## config.mk

```make
export PLATFORM = sky130hd
export DESIGN_NAME = ens_vote_argmax
export DESIGN_NICKNAME = d
export VERILOG_FILES = /design/src/rtl/ens_vote_argmax.sv
export SDC_FILE = /design/constraint.sdc
export NUM_CORES = 1
export LEC_CHECK = 0
export CELL_PAD_IN_SITES_DETAIL_PLACEMENT = 0
export CELL_PAD_IN_SITES_GLOBAL_PLACEMENT = 1
export CORE_MARGIN = 1
export CORE_UTILIZATION = 48
export CTS_CLUSTER_SIZE = 10
export DETAILED_ROUTE_END_ITERATION = 10
export GPL_ROUTABILITY_DRIVEN = 0
export MAX_ROUTING_LAYER = met4
export PLACE_DENSITY = 0.93
export SLEW_MARGIN = 20
export SYNTH_ARGS = -nofsm -noshare
export SYNTH_HDL_FRONTEND = slang
export SYNTH_SLANG_ARGS = --single-unit
```

## constraint.sdc

```tcl
create_clock -name clk -period 10.68 [get_ports clk]
set_input_delay 2.136 -clock clk [delete_from_list [all_inputs] [get_ports clk]]
set_output_delay 2.136 -clock clk [all_outputs]
set_load 0.02 [all_outputs]
```

## src/rtl/ens_vote_argmax.sv

```systemverilog
// ens_vote_argmax: captures all ensemble members' class codes, sums them
// one member per cycle, then scans one class per cycle for the argmax.
module ens_vote_argmax #(
  parameter int NUM_ENS  = 4,
  parameter int CLASSES  = 10,
  parameter int OUT_BITS = 2,
  localparam int IDX_W = $clog2(CLASSES),
  localparam int SUM_W = OUT_BITS + $clog2(NUM_ENS),
  localparam int IN_W  = NUM_ENS*CLASSES*OUT_BITS
) (
  input  logic             clk,
  input  logic             rst,
  input  logic             in_valid,
  output logic             in_ready,
  input  logic [IN_W-1:0]  in_data,
  output logic             out_valid,
  input  logic             out_ready,
  output logic [IDX_W-1:0] out_class,
  output logic [SUM_W-1:0] out_score
);

  localparam int M_W = (NUM_ENS > 1) ? $clog2(NUM_ENS) : 1;

  typedef enum logic [1:0] {
    IDLE, ACCUM, SCAN, DONE
  } state_t;

  state_t state, state_nx;

  logic [IN_W-1:0]  cap;
  logic [SUM_W-1:0] sum [CLASSES];
  logic [M_W-1:0]   m;
  logic [IDX_W-1:0] c, best, best_nx;
  logic [SUM_W-1:0] best_score, score_nx;
  logic             m_last, c_last, take;

  assign m_last = (m == M_W'(NUM_ENS-1));
  assign c_last = (c == IDX_W'(CLASSES-1));

  always_ff @(posedge clk) begin
    if (rst) state <= IDLE;
    else     state <= state_nx;
  end

  always_comb begin
    state_nx = state;
    unique case (state)
      IDLE:    if (in_valid)  state_nx = ACCUM;
      ACCUM:   if (m_last)    state_nx = SCAN;
      SCAN:    if (c_last)    state_nx = DONE;
      DONE:    if (out_ready) state_nx = IDLE;
      default:                state_nx = IDLE;
    endcase
  end

  always_comb begin
    in_ready  = (state == IDLE);
    out_valid = (state == DONE);
  end

  // c=0 always loads; strict > keeps the lower index on ties
  always_comb begin
    take     = (c == '0) || (sum[c] > best_score);
    best_nx  = take ? c : best;
    score_nx = take ? sum[c] : best_score;
  end

  always_ff @(posedge clk) begin
    if (rst) begin
      cap        <= '0;
      m          <= '0;
      c          <= '0;
      best       <= '0;
      best_score <= '0;
      out_class  <= '0;
      out_score  <= '0;
      for (int i = 0; i < CLASSES; i++) sum[i] <= '0;
    end else begin
      unique case (state)
        IDLE: begin
          if (in_valid) begin
            cap <= in_data;
            m   <= '0;
            for (int i = 0; i < CLASSES; i++) sum[i] <= '0;
          end
        end
        ACCUM: begin
          for (int i = 0; i < CLASSES; i++)
            sum[i] <= sum[i] + SUM_W'(
              cap[(int'(m)*CLASSES+i)*OUT_BITS +: OUT_BITS]);
          m          <= m + M_W'(1);
          c          <= '0;
          best       <= '0;
          best_score <= '0;
        end
        SCAN: begin
          c          <= c + IDX_W'(1);
          best       <= best_nx;
          best_score <= score_nx;
          if (c_last) begin
            out_class <= best_nx;
            out_score <= score_nx;
          end
        end
        default: ;
      endcase
    end
  end

endmodule

```

==> reports/summary.txt <==
critical path arrival: 4.18 ns
M1 GR Usage: 30.1%
Syn Nets: 1016
Root Buffer: clkbuf_16
clock share of power: 25.4%
global-route wire length before repair: 33100 um
Post-synth EDFFs: 40
RSZ-0062 raised after global routing: false
CP Max Fanout: 42
dpl cell area: 9710 um2
total negative setup slack: 0 ns
vias in the first global route: 6484
Hold WS: 0.474 ns
clock sink total: 148
hold buffer count at cts: 0
internal power: 1.40 mW
fillers: 1499
leak pwr: 3.61 nW
Distinct cells, synth: 51
TritonCTS clock tree: built
Wirelength per Cell: 17.1 um
Core Area: 17500 um2
GRT busiest layer: met2
synthesized instance count: 888
Buffers on Ports: 93
total number of vias: 6682
Starting DRT DRC Count: 568
Net Switching: 0.802 mW
max-slew violations: 0
biggest area consumer among synthesized cells: dfxtp_1
initial antenna violation count: 0
highest clock rate: 0.248 GHz
Setup crit end kind: register
Yosys reg bits: 148
largest net degree at the start of global routing: 85
Detailed Route WL: 20300 um
worst hold path type: register to register
initial core utilization: 49.8%
Critical Path Start Type: register
die width: 137 um
Cells after DPL: 1154
total grt overflow: 0
Avg Cell Area, Syn: 9.83 um2
Top FF cell, synth: dfxtp_1
synth top area cells: dfxtp_1 (25%), mux4_2 (15%), edfxtp_1 (14%)
clk_skew: 0.0139 ns
CP required: 10.83 ns
met2 usage: 38.8%
outcome: complete, no violations
M3 GR Usage: 3.70%
IO Pins: 94
htree depth: 4
Slew headroom: 41.8%
Layout area overhead: 17.4%
post-synth top area share: 24.8%
VDD IR max: 0.132 mV
Setup Buffers After CTS: 0
Die ar.: 18700 um2
P per Cell Area: 214 nW/um2
Clk pin slew, worst setup/hold paths: 0.06 ns
Final Hold Vio Count: 0
ys async rst share: 0%
layout cells sized above 1: 12.7%
commonest non-fill, non-tap cells in the layout: nand2_1 (181), dfxtp_1 (107), a21oi_1 (102), clkdlybuf4s50_1 (92), mux4_2 (60)
Vias/cell: 5.63
drt drc: 0
dpl hpwl: 14500 um
minimum clock period: 4.03 ns
sw frac: 36.5%
worst slew pin tran: 0.873 ns
Clock Tree Buf Depth: 2
Tot GR Track Use: 24.0%
Core Rows: 48
Comb power frac: 36.0%
register area share after synthesis: 38.5%
Final Setup Violations: 0
drt first pass iters: 5
Num CTS Buffers: 17
most common cell after layout, fill and taps aside: nand2_1
fin crit share: 37.7%
max-cap violation count: 0
Die Height: 137 um
diode count: 0
Non-Filler Instances: 1186
post_cts resized: 0
synthesized area: 8730 um2
DRT antenna net count: 0
Flop pwr share: 38.7%
Ys Warns: 0
clk_lat worst skew: 0.43 ns
nets: 1076
fin area: 10300 um2
Setup Crit Path Kind: register to register
per-layer routing:
metal  up-vias  share of wire (%)
li1       3235                  -
met1      3246                 44
met2       168                 50
met3        33                3.7
met4         0                2.7
met5         -                  0
state kept, by name, summed over array words and instances (netlist names), 4 cells and up, named ones only:
name	flops
c	4
cap	80
best	4
sum	40
out_score	4
out_class	4
best_score	4
power by group through the flow:
stage	Sequential, mW	Combinational, mW	Clock, mW
global placement	0.851	0.769	0
floorplan	0.799	0.638	0
CTS	0.849	0.795	0.562
global route	0.867	0.884	0.585
finish	0.850	0.791	0.557
detailed placement	0.859	0.787	0
cells by family (layout without fill, tap and decap cells):
| group | Yosys count | after routing | share of synthesized area, % |
|---|---|---|---|
| AOI/OAI and AO/OA | 147 | 147 | 9.50 |
| DFF | 148 | 148 | 38.5 |
| xor gates and xnor gates | 20 | 20 | 2.01 |
| adders and majority gates | 44 | 44 | 7.17 |
| and+or+nand+nor | 312 | 312 | 16.0 |
| muxes | 105 | 105 | 21.1 |
| buffers and inverters | 112 | 185 | 5.73 |
worst paths after layout:
| check | startpoint | to | slack (ns) | cells after the start |
|---|---|---|---|---|
| worst max-delay path | m[0] | sum[3][2] | 6.65 | 11 |
| worst min-delay path | best[2] | best[2] | 0.47 | 2 |
| worst max register to register | m[0] | sum[3][2] | 6.65 | 11 |
| worst min register to register | best[2] | best[2] | 0.47 | 2 |
cells in the mapped netlist (5+ instances only):
| master | instances |
|---|---|
| buf_1 | 5 |
| a22oi_1 | 6 |
| nor2b_1 | 17 |
| buf_6 | 7 |
| xnor2_1 | 11 |
| nand2b_1 | 9 |
| xor2_1 | 9 |
| a21oi_1 | 102 |
| ha_1 | 34 |
| nor2_1 | 56 |
| o32ai_1 | 7 |
| buf_2 | 7 |
| mux2_2 | 6 |
| and2_1 | 12 |
| dfxtp_1 | 108 |
| o22ai_1 | 6 |
| mux2i_1 | 37 |
| edfxtp_1 | 40 |
| nand2_1 | 182 |
| clkbuf_1 | 37 |
| mux4_2 | 60 |
| nand3_1 | 5 |
| nor3_1 | 7 |
| inv_1 | 48 |
| buf_4 | 5 |
| fa_1 | 10 |
| o21ai_0 | 6 |
through the flow:
stage | util, % | total power, mW | setup WS [ns]
6_report | 58.5 | 2.20 | 6.65
3_3_place_gp | 55.4 | 1.62 | 6.37
5_1_grt | 58.5 | 2.34 | 6.33
4_1_cts | 58.5 | 2.21 | 6.67
2_1_floorplan | - | 1.44 | 6.94
3_5_place_dp | 55.4 | 1.65 | 6.33
layout make-up:
class,instances,area (um2),share of cell area [%]
well taps,225,282,2.75
inverters,51,191,1.87
multi-input cells,628,4880,47.6
flip-flops and latches,148,3370,32.8
clock buffers,20,437,4.26
clock inverters,12,105,1.03
repair buffers,102,996,9.71
critical path: stages (launching register included):
cell and delay [ns]:
dfxtp_4 0.61, buf_4 0.61, ha_1 0.82, nand2b_1 0.27, nor2_1 0.28, a22oi_1 0.14, o31ai_1 0.12, ha_1 0.25
inv_1 0.06, fa_1 0.37, xor2_1 0.14, nor2_1 0.05
Power figures use the tool's default switching activity.
